File: config.mk
export PLATFORM = sky130hd
export DESIGN_NAME = demm_kernel_csr
export DESIGN_NICKNAME = d
export VERILOG_FILES = /design/src/rtl/demm_kernel_csr.sv
export SDC_FILE = /design/constraint.sdc
export NUM_CORES = 1
export LEC_CHECK = 0
export CAP_MARGIN = 40
export CELL_PAD_IN_SITES_DETAIL_PLACEMENT = 0
export CELL_PAD_IN_SITES_GLOBAL_PLACEMENT = 1
export CORE_MARGIN = 2
export CORE_UTILIZATION = 41
export CTS_BUF_LIST = sky130_fd_sc_hd__clkbuf_4
export CTS_CLUSTER_DIAMETER = 40
export DETAILED_ROUTE_END_ITERATION = 6
export PLACE_DENSITY = 0.89
export SETUP_SLACK_MARGIN = 0.4
export SLEW_MARGIN = 30
export SYNTH_ARGS = -nofsm -noshare
export SYNTH_HDL_FRONTEND = slang
export SYNTH_SLANG_ARGS = --single-unit
File: constraint.sdc
create_clock -name aclk -period 6.1 [get_ports aclk]
set_clock_uncertainty 0.2 [all_clocks]
set_input_delay 1.525 -clock aclk [delete_from_list [all_inputs] [get_ports aclk]]
set_output_delay 1.525 -clock aclk [all_outputs]
set_load 0.1 [all_outputs]
File: src/rtl/demm_kernel_csr.sv
// AXI4-Lite CSR bank for the DEMM kernel: config registers, start/busy/done handshake, 64-bit status snapshots.
// Optional level interrupt enabled by defining DEMM_CSR_IRQ_EN.
module demm_kernel_csr #(
    parameter int unsigned NUM_CFG  = 4,
    parameter int unsigned NUM_STAT = 2,
    parameter int unsigned ADDR_W   = 10,
    parameter logic [31:0] VERSION  = 32'h0002_0000
) (
    input  logic                    aclk,
    input  logic                    aresetn,
    input  logic                    s_axil_awvalid,
    input  logic [31:0]             s_axil_awaddr,
    output logic                    s_axil_awready,
    input  logic                    s_axil_wvalid,
    input  logic [31:0]             s_axil_wdata,
    output logic                    s_axil_wready,
    output logic                    s_axil_bvalid,
    output logic [1:0]              s_axil_bresp,
    input  logic                    s_axil_bready,
    input  logic                    s_axil_arvalid,
    input  logic [31:0]             s_axil_araddr,
    output logic                    s_axil_arready,
    output logic                    s_axil_rvalid,
    output logic [31:0]             s_axil_rdata,
    output logic [1:0]              s_axil_rresp,
    input  logic                    s_axil_rready,
    output logic [32*NUM_CFG-1:0]   cfg_out,
    output logic                    start_pulse,
    input  logic                    kernel_done,
    input  logic [64*NUM_STAT-1:0]  stat_in,
    output logic                    busy,
    output logic                    irq
);

    localparam int unsigned WIDX_W     = ADDR_W - 2;
    localparam int unsigned WIDX_CTRL  = 0;
    localparam int unsigned WIDX_STAT  = 1;
    localparam int unsigned WIDX_VER   = 2;
    localparam int unsigned WIDX_CFG0  = 4;
    localparam int unsigned WIDX_STAT0 = 32;
    localparam logic [1:0]  RESP_OKAY   = 2'b00;
    localparam logic [1:0]  RESP_SLVERR = 2'b10;

    typedef enum logic {W_IDLE, W_RESP} wstate_t;
    typedef enum logic {R_IDLE, R_DATA} rstate_t;

    wstate_t                     wstate;
    rstate_t                     rstate;
    logic                        aw_got;
    logic                        w_got;
    logic [WIDX_W-1:0]           aw_widx;
    logic [31:0]                 w_data_q;
    logic [NUM_CFG-1:0][31:0]    cfg_q;
    logic [NUM_STAT-1:0][31:0]   shadow_q;
    logic                        done_q;
`ifdef DEMM_CSR_IRQ_EN
    logic                        irq_en;
`endif

    logic                        wr_commit_c;
    logic                        wr_ctrl_c;
    logic                        wr_status_c;
    logic [NUM_CFG-1:0]          wr_cfg_c;
    logic                        start_acc_c;
    logic                        wr_slverr_c;
    logic                        done_clr_c;
    logic [WIDX_W-1:0]           ar_widx_c;
    logic [31:0]                 rd_data_c;
    logic [NUM_STAT-1:0]         rd_lsb_c;

    // Address bits outside the decoded word range are intentionally ignored.
    logic unused_addr_bits;
    assign unused_addr_bits = ^{s_axil_awaddr[31:ADDR_W], s_axil_awaddr[1:0],
                                s_axil_araddr[31:ADDR_W], s_axil_araddr[1:0]};

    assign cfg_out = cfg_q;

    // Write decode: commit fires once both address and data beats are held.
    always_comb begin
        wr_commit_c = (wstate == W_IDLE) && aw_got && w_got;
        wr_ctrl_c   = wr_commit_c && (aw_widx == WIDX_W'(WIDX_CTRL));
        wr_status_c = wr_commit_c && (aw_widx == WIDX_W'(WIDX_STAT));
        wr_cfg_c    = '0;
        for (int i = 0; i < NUM_CFG; i++) begin
            if (aw_widx == WIDX_W'(WIDX_CFG0 + 32'(i))) begin
                wr_cfg_c[i] = wr_commit_c;
            end
        end
        start_acc_c = wr_ctrl_c && w_data_q[0] && !busy;
        wr_slverr_c = (wr_ctrl_c && w_data_q[0] && busy) || ((|wr_cfg_c) && busy);
        done_clr_c  = wr_status_c && w_data_q[1];
    end

    // Read mux, evaluated on the live araddr during the AR handshake.
    always_comb begin
        ar_widx_c = s_axil_araddr[ADDR_W-1:2];
        rd_data_c = 32'hDEAD_BEEF;
        rd_lsb_c  = '0;
        if (ar_widx_c == WIDX_W'(WIDX_CTRL)) begin
`ifdef DEMM_CSR_IRQ_EN
            rd_data_c = {29'b0, irq_en, 2'b00};
`else
            rd_data_c = 32'h0;
`endif
        end else if (ar_widx_c == WIDX_W'(WIDX_STAT)) begin
            rd_data_c = {30'b0, done_q, busy};
        end else if (ar_widx_c == WIDX_W'(WIDX_VER)) begin
            rd_data_c = VERSION;
        end
        for (int i = 0; i < NUM_CFG; i++) begin
            if (ar_widx_c == WIDX_W'(WIDX_CFG0 + 32'(i))) begin
                rd_data_c = cfg_q[i];
            end
        end
        for (int j = 0; j < NUM_STAT; j++) begin
            if (ar_widx_c == WIDX_W'(WIDX_STAT0 + 32'(2 * j))) begin
                rd_data_c   = stat_in[64*j +: 32];
                rd_lsb_c[j] = 1'b1;
            end else if (ar_widx_c == WIDX_W'(WIDX_STAT0 + 32'(2 * j) + 32'd1)) begin
                rd_data_c = shadow_q[j];
            end
        end
    end

    // Write channel FSM and config register storage.
    always_ff @(posedge aclk or negedge aresetn) begin
        if (!aresetn) begin
            wstate         <= W_IDLE;
            s_axil_awready <= 1'b0;
            s_axil_wready  <= 1'b0;
            s_axil_bvalid  <= 1'b0;
            s_axil_bresp   <= RESP_OKAY;
            aw_got         <= 1'b0;
            w_got          <= 1'b0;
            aw_widx        <= '0;
            w_data_q       <= '0;
            cfg_q          <= '0;
        end else begin
            case (wstate)
                W_IDLE: begin
                    if (wr_commit_c) begin
                        aw_got        <= 1'b0;
                        w_got         <= 1'b0;
                        s_axil_bvalid <= 1'b1;
                        s_axil_bresp  <= wr_slverr_c ? RESP_SLVERR : RESP_OKAY;
                        wstate        <= W_RESP;
                        for (int i = 0; i < NUM_CFG; i++) begin
                            if (wr_cfg_c[i] && !busy) begin
                                cfg_q[i] <= w_data_q;
                            end
                        end
                    end else begin
                        if (s_axil_awready && s_axil_awvalid) begin
                            aw_got         <= 1'b1;
                            aw_widx        <= s_axil_awaddr[ADDR_W-1:2];
                            s_axil_awready <= 1'b0;
                        end else if (!aw_got) begin
                            s_axil_awready <= 1'b1;
                        end
                        if (s_axil_wready && s_axil_wvalid) begin
                            w_got         <= 1'b1;
                            w_data_q      <= s_axil_wdata;
                            s_axil_wready <= 1'b0;
                        end else if (!w_got) begin
                            s_axil_wready <= 1'b1;
                        end
                    end
                end
                W_RESP: begin
                    if (s_axil_bready) begin
                        s_axil_bvalid  <= 1'b0;
                        s_axil_awready <= 1'b1;
                        s_axil_wready  <= 1'b1;
                        wstate         <= W_IDLE;
                    end
                end
                default: wstate <= W_IDLE;
            endcase
        end
    end

    // Read channel FSM; an LSB read snapshots the counter's upper half.
    always_ff @(posedge aclk or negedge aresetn) begin
        if (!aresetn) begin
            rstate         <= R_IDLE;
            s_axil_arready <= 1'b0;
            s_axil_rvalid  <= 1'b0;
            s_axil_rdata   <= '0;
            s_axil_rresp   <= RESP_OKAY;
            shadow_q       <= '0;
        end else begin
            case (rstate)
                R_IDLE: begin
                    if (s_axil_arready && s_axil_arvalid) begin
                        s_axil_arready <= 1'b0;
                        s_axil_rvalid  <= 1'b1;
                        s_axil_rdata   <= rd_data_c;
                        s_axil_rresp   <= RESP_OKAY;
                        rstate         <= R_DATA;
                        for (int j = 0; j < NUM_STAT; j++) begin
                            if (rd_lsb_c[j]) begin
                                shadow_q[j] <= stat_in[64*j+32 +: 32];
                            end
                        end
                    end else begin
                        s_axil_arready <= 1'b1;
                    end
                end
                R_DATA: begin
                    if (s_axil_rready) begin
                        s_axil_rvalid  <= 1'b0;
                        s_axil_arready <= 1'b1;
                        rstate         <= R_IDLE;
                    end
                end
                default: rstate <= R_IDLE;
            endcase
        end
    end

    // Kernel handshake: done from the kernel beats both START clear and W1C.
    always_ff @(posedge aclk or negedge aresetn) begin
        if (!aresetn) begin
            busy        <= 1'b0;
            done_q      <= 1'b0;
            start_pulse <= 1'b0;
            irq         <= 1'b0;
`ifdef DEMM_CSR_IRQ_EN
            irq_en      <= 1'b0;
`endif
        end else begin
            start_pulse <= start_acc_c;
            if (start_acc_c) begin
                busy <= 1'b1;
            end else if (kernel_done) begin
                busy <= 1'b0;
            end
            if (kernel_done) begin
                done_q <= 1'b1;
            end else if (start_acc_c || done_clr_c) begin
                done_q <= 1'b0;
            end
`ifdef DEMM_CSR_IRQ_EN
            if (wr_ctrl_c) begin
                irq_en <= w_data_q[2];
            end
            irq <= irq_en & done_q;
`else
            irq <= 1'b0;
`endif
        end
    end

endmodule

==> results_dict.tcl, run 1 <==
set metrics [dict create \
    status "completed" \
    cts_tree "built" \
    peakVddDrop_uv 447 \
    post_cts_buffers 0 \
    dp_hpwl_um 35100 \
    reg2reg_from "wstate" \
    clkPwrFrac_pct 18.6 \
    power_switching_mw 4.19 \
    die_area_um2 33100 \
    nNetsFinal 1829 \
    dr.pass1.iters 5 \
    grt_pass1_vias 12400 \
    finalSetupViolations 0 \
    clock_path_buffers 3 \
    synthFlopType "dfrtp_1" \
    critPathMaxStageDelay_ps 610 \
    slew_headroom_pct 47.2 \
    insertion_delay_ps 710 \
    seq_area_frac_synth_pct 53.4 \
    ios 404 \
    antenna_found_initial 6 \
    cts_resized 0 \
    place_congestion 0.853 \
    track_usage_pct 29.7 \
    fin_crit_sh_pct 63.0 \
    critPathArrivalTime_ps 4180 \
    fin_crit_ps 3840 \
    die_width_um 182 \
    p_seq_share_pct 29.1 \
    syn_to_final_growth_pct 63.2 \
    yosys_warnings 0 \
    ys_types 52 \
    powerDensity_nw_per_um2 440 \
    cpMostUsedCell "buf_4" \
    rows 65 \
    antenna_left 0 \
    clockRootBuffer "clkbuf_4" \
    cts_made_buffers 79 \
    crit_family "buffers and inverters" \
    h-tree-depth 3 \
    drv_cap 0 \
    via_per_inst 5.58 \
    hp-class "reg -> reg" \
    port-buffer-count 351 \
    wl_per_cell_um 23.7 \
    synthArstFlopShare_pct 100 \
    holdWs_ps 276 \
    cts.sinks 277 \
    setup_tns_ps 0 \
    wl_um 49100 \
    worst-setup-path-type "in -> reg" \
    cts.clk_slew.worst_paths_ps 60 \
    worstMarginPinSlew_ps 792 \
    path_max_fanout 32 \
    drive_above_1_share_pct 35.9 \
    p_total_mw 9.32 \
    core_um2 31400 \
    slew_viol_final 0 \
    cp_data_required_time_ps 6440 \
    synth_area_per_cell_um2 12.2 \
    pre_cts_slack_ps 1400 \
    final_core_util_pct 67.5 \
    vias 11500 \
    hold_violations 0 \
    p_leak_nw 9.59 \
    grt_max_degree 123 \
    p_comb_share_pct 52.3 \
    p_int_mw 5.13 \
    crit_chain "clkdlybuf4s50_1 -> nor4_1 -> nand3b_1 -> buf_4 -> nor3_4 -> buf_4 -> mux2_2" \
    sw_frac_of_total_pct 45.0 \
    cp-start-kind "input pin" \
    rsz0062_at_grt "no" \
    syn_area_um2 13000 \
    end_kind "flop" \
    critPathBufInv 3 \
    max_freq_mhz 260 \
    grt_overflow 0 \
    cts_hold_buf 0 \
    first_iter_violations 607 \
    crit_slowest_cell "nor4_1" \
    initial_utilization_pct 41.4 \
    syn_inst 1064 \
    grt_pass1_wl_um 74700 \
    yosys_register_bits 277 \
    drc 0 \
    synth-edff-count 0 \
    crit_path_start "s_axil_araddr[9]" \
    setup_ws_ps 2260 \
    holdCritStartpoint "rstate" \
    die_h_um 182 \
]
power by group through the flow:
| stage | Sequential [mW] | Combinational, mW | Clock, mW |
|---|---|---|---|
| after CTS | 2.70 | 4.88 | 1.77 |
| after detailed placement | 2.72 | 4.86 | 0 |
| after global placement | 2.67 | 3.59 | 0 |
| final | 2.71 | 4.88 | 1.73 |
| after floorplan | 4.52 | 0.734 | 0 |
| after global routing | 2.76 | 5.02 | 1.88 |
flip-flops by register name (all words and copies together) (netlist names):
signal          flops
aw_got              1
aw_widx             8
busy                1
cfg_out           128
done_q              1
rstate              1
s_axil_arready      1
s_axil_awready      1
s_axil_bresp        1
s_axil_bvalid       1
s_axil_rdata       32
s_axil_rvalid       1
s_axil_wready       1
shadow_q           64
start_pulse         1
w_data_q           32
w_got               1
wstate              1
per-layer routing:
metal | up-vias | part of all wire [%] | track usage (%)
met5 | - | 0 | 0
met2 | 583 | 47 | 48.2
met3 | 120 | 8.5 | 8.40
li1 | 5062 | - | -
met4 | 0 | 3.7 | 12.0
met1 | 5773 | 41 | 37.5
worst paths after layout:
kind	end	slack [ps]	cells after the start
setup / recovery	shadow_q[41]	2260	7
hold / removal	s_axil_arready	280	1
setup reg to reg	cfg_out[90]	3140	7
hold reg to reg	s_axil_arready	280	1
max in group asynchronous	cfg_out[99]	3780	3
min in group asynchronous	w_data_q[19]	570	1
cell usage after synthesis, types with 9 or more instances:
cell	n	share of area [%]
o21ai_0	103	4.0
nand3_1	17	0.66
a21oi_1	31	1.2
a22oi_1	25	1.4
buf_4	12	0.69
inv_1	9	0.26
buf_2	23	0.89
mux2i_1	26	2.0
clkbuf_1	45	1.3
o22ai_1	30	1.4
nand2_1	57	1.6
dfrtp_1	277	53
mux2_2	250	22
nor2_1	35	1.0
a221oi_1	15	1.0
a21o_1	20	1.2
through the flow:
step                cells  area [µm²]
floorplan            1067       13000
global placement     1753       16800
detailed placement   1914       20100
CTS                  2059       21100
global route         2067       21200
finish               2069       21200
cells by family after synthesis:
group           share of synthesized area (%)
other cells                            0.0289
compound gates                           12.7
buf+inv                                  3.29
mux                                      25.2
simple gates                             5.41
flops                                    53.4
cells in the final DEF (no fill, tap or decap), types with 5 or more instances in the layout:
master and instances:
a211o_1 7, a21o_1 20, a21oi_1 31, a221oi_1 15, a22oi_1 25, a2bb2oi_1 6, buf_12 5, buf_16 75
buf_2 13, buf_4 20, buf_8 85, clkbuf_4 116, clkdlybuf4s50_1 335, clkinv_1 22, dfrtp_1 277, diode_2 6
inv_1 9, mux2_2 250, mux2i_1 26, mux4_2 7, nand2_1 55, nand2b_1 5, nand3_1 15, nor2_1 34
o21ai_0 103, o22ai_1 30
layout make-up:
class,instances,area [µm²]
Fill cell,2117,10200
Timing Repair Buffer,534,7020
Sequential cell,277,6930
Multi-Input combinational cell,696,5680
Clock buffer,116,871
Tap cell,402,503
Clock inverter,29,136
Inverter,9,33.8
Antenna cell,6,15.0
Power figures use the tool's default switching activity.
==> run 2, diff against run 1 <==
--- a/config.mk
+++ b/config.mk
@@ -9,11 +9,11 @@
 export CELL_PAD_IN_SITES_DETAIL_PLACEMENT = 0
 export CELL_PAD_IN_SITES_GLOBAL_PLACEMENT = 1
 export CORE_MARGIN = 2
-export CORE_UTILIZATION = 41
+export CORE_UTILIZATION = 38
 export CTS_BUF_LIST = sky130_fd_sc_hd__clkbuf_4
 export CTS_CLUSTER_DIAMETER = 40
 export DETAILED_ROUTE_END_ITERATION = 6
-export PLACE_DENSITY = 0.89
+export PLACE_DENSITY = 0.83
 export SETUP_SLACK_MARGIN = 0.4
 export SLEW_MARGIN = 30
 export SYNTH_ARGS = -nofsm -noshare
==> constraint.sdc (replaced) <==
create_clock -name aclk -period 3.6 [get_ports aclk]
set_clock_uncertainty 0.2 [all_clocks]
set_input_delay 0.9 -clock aclk [delete_from_list [all_inputs] [get_ports aclk]]
set_output_delay 0.9 -clock aclk [all_outputs]
set_load 0.1 [all_outputs]
==> run 2 against run 1 <==
  * Clock power is 63% higher
  * First-iteration DRC count increased by 0.49%
  * Via count decreased by 8.9%
  * Count of clock-buffer cells in the layout shrank 5
  * Sequential cell count unchanged
  * Global-route usage decreased by 5.2 points
  * Die area up 7.7%
  * Critical path depth is the same
  * Critical endpoint is now s_axil_rdata[14]
==> results_dict.tcl, run 2 (synthesis gave the netlist of run 1 again) <==
set metrics [dict create \
    status "completed" \
    rsz0062_at_grt "no" \
    core_um2 33600 \
    reg2reg_from "aw_widx[5]" \
    grt_pass1_wl_um 66600 \
    mostFrequentLayoutCells "277 x dfrtp_1, 250 x mux2_2, 211 x buf_4" \
    port-buffer-count 351 \
    wl_um 43900 \
    postPlaceCellArea_um2 16800 \
    antenna_found_initial 6 \
    grt_max_degree 74 \
    nNetsFinal 1696 \
    setup_tns_ps 0 \
    peakVddDrop_uv 604 \
    multi_input_area_um2 5670 \
    dr.pass1.iters 5 \
    cp_data_required_time_ps 3970 \
    crit_family "simple AND/OR/NAND/NOR gates" \
    cts_hold_buf 1 \
    cp-start-kind "input pin" \
    final_area_um2 17700 \
    wl_per_cell_um 22.4 \
    first_iter_violations 610 \
    seqCellArea_um2 6930 \
    cts.clk_slew.worst_paths_ps 60 \
    clockRootBuffer "clkbuf_4" \
    syn_to_final_growth_pct 36.6 \
    slew_headroom_pct 56.3 \
    worstMarginPinSlew_ps 654 \
    antenna_left 0 \
    max_freq_mhz 355 \
    mostFrequentLayoutCell "dfrtp_1" \
    die_h_um 189 \
    end_kind "flop" \
    via_per_inst 5.35 \
    ios 404 \
    h-tree-depth 3 \
    numPlacedInstances 1831 \
    die_area_um2 35700 \
    critPathMaxStageDelay_ps 750 \
    insertion_delay_ps 690 \
    initial_utilization_pct 38.6 \
    clock_path_buffers 3 \
    slew_viol_final 0 \
    p_total_mw 13.4 \
    hold_violations 0 \
    crit_slowest_cell "or4_1" \
    final_core_util_pct 52.8 \
    cts_made_buffers 78 \
    grt_pass1_vias 10900 \
    critPathArrivalTime_ps 3180 \
    worst-setup-path-type "in -> reg" \
    cts_tree "built" \
    post_cts_buffers 0 \
    setup_ws_ps 785 \
    drv_cap 0 \
    powerDensity_nw_per_um2 756 \
    holdWs_ps 280 \
    hp-class "reg -> reg" \
    finalSetupViolations 0 \
    track_usage_pct 24.4 \
    cts.sinks 277 \
    drc 0 \
    drive_above_1_share_pct 40.6 \
    place_congestion 0.837 \
    crit_path_start "s_axil_araddr[9]" \
    finalNonFillerCells 1964 \
    crit_chain "clkdlybuf4s50_1 -> or4_1 -> nor3b_4 -> buf_4 -> o21ai_0 -> a221oi_1 -> a21o_1" \
    vias 10500 \
    die_width_um 189 \
    fin_crit_sh_pct 78.2 \
    path_max_fanout 14 \
    pre_cts_slack_ps 180 \
    p_leak_nw 8.47 \
    grt_overflow 0 \
    critPathBufInv 2 \
    holdCritStartpoint "s_axil_rdata[20]" \
    largest_register_ffs 128 \
    rows 67 \
    dp_hpwl_um 31900 \
    fin_crit_ps 2820 \
    fillers 2992 \
    cts_resized 0 \
]
[run 2: cell count changes in the layout (fill, tap and decap cells not counted), moves of 2 or more]
cell	delta
buf_12	+4
buf_16	-75
buf_2	-13
buf_4	+191
buf_8	-84
clkbuf_4	-5
clkdlybuf4s50_1	-155
clkinv_1	-14
clkinv_2	+2
clkinv_4	-2
[run 2: metal layers]
layer	part of all wire [%]	vias up	GRT usage, %
met3	7.1	60	6.51
met2	46	381	38.1
met5	0.030	-	0
met4	2.3	2	8.74
met1	45	5304	32.9
li1	-	4764	-
[run 2: worst paths after layout]
path                                          to  depth (start not counted)  slack (ps)
worst max-delay path            s_axil_rdata[14]                          7         780
worst max register to register       cfg_out[94]                          6         890
worst min register to register  s_axil_rdata[20]                          1         280
min in group asynchronous            cfg_out[79]                          2         610
worst min-delay path            s_axil_rdata[20]                          1         280
max in group asynchronous            w_data_q[4]                          3        1740
[run 2: cell type report]
cell class / instances / area share, %
flip-flops and latches: 277 / 39.1
repair buffers: 402 / 20.2
multi-input cells: 696 / 32.0
inverters: 9 / 0.190
clock buffers: 111 / 4.70
diodes: 5 / 0.0705
clock inverters: 16 / 0.600
well taps: 448 / 3.16
[run 2: where the power goes]
group	leakage, nW	internal, mW	switching (mW)	total, mW
clock network	0.559	1.48	1.34	2.82
logic	4.27	1.58	4.46	6.03
registers	3.65	3.85	0.689	4.54
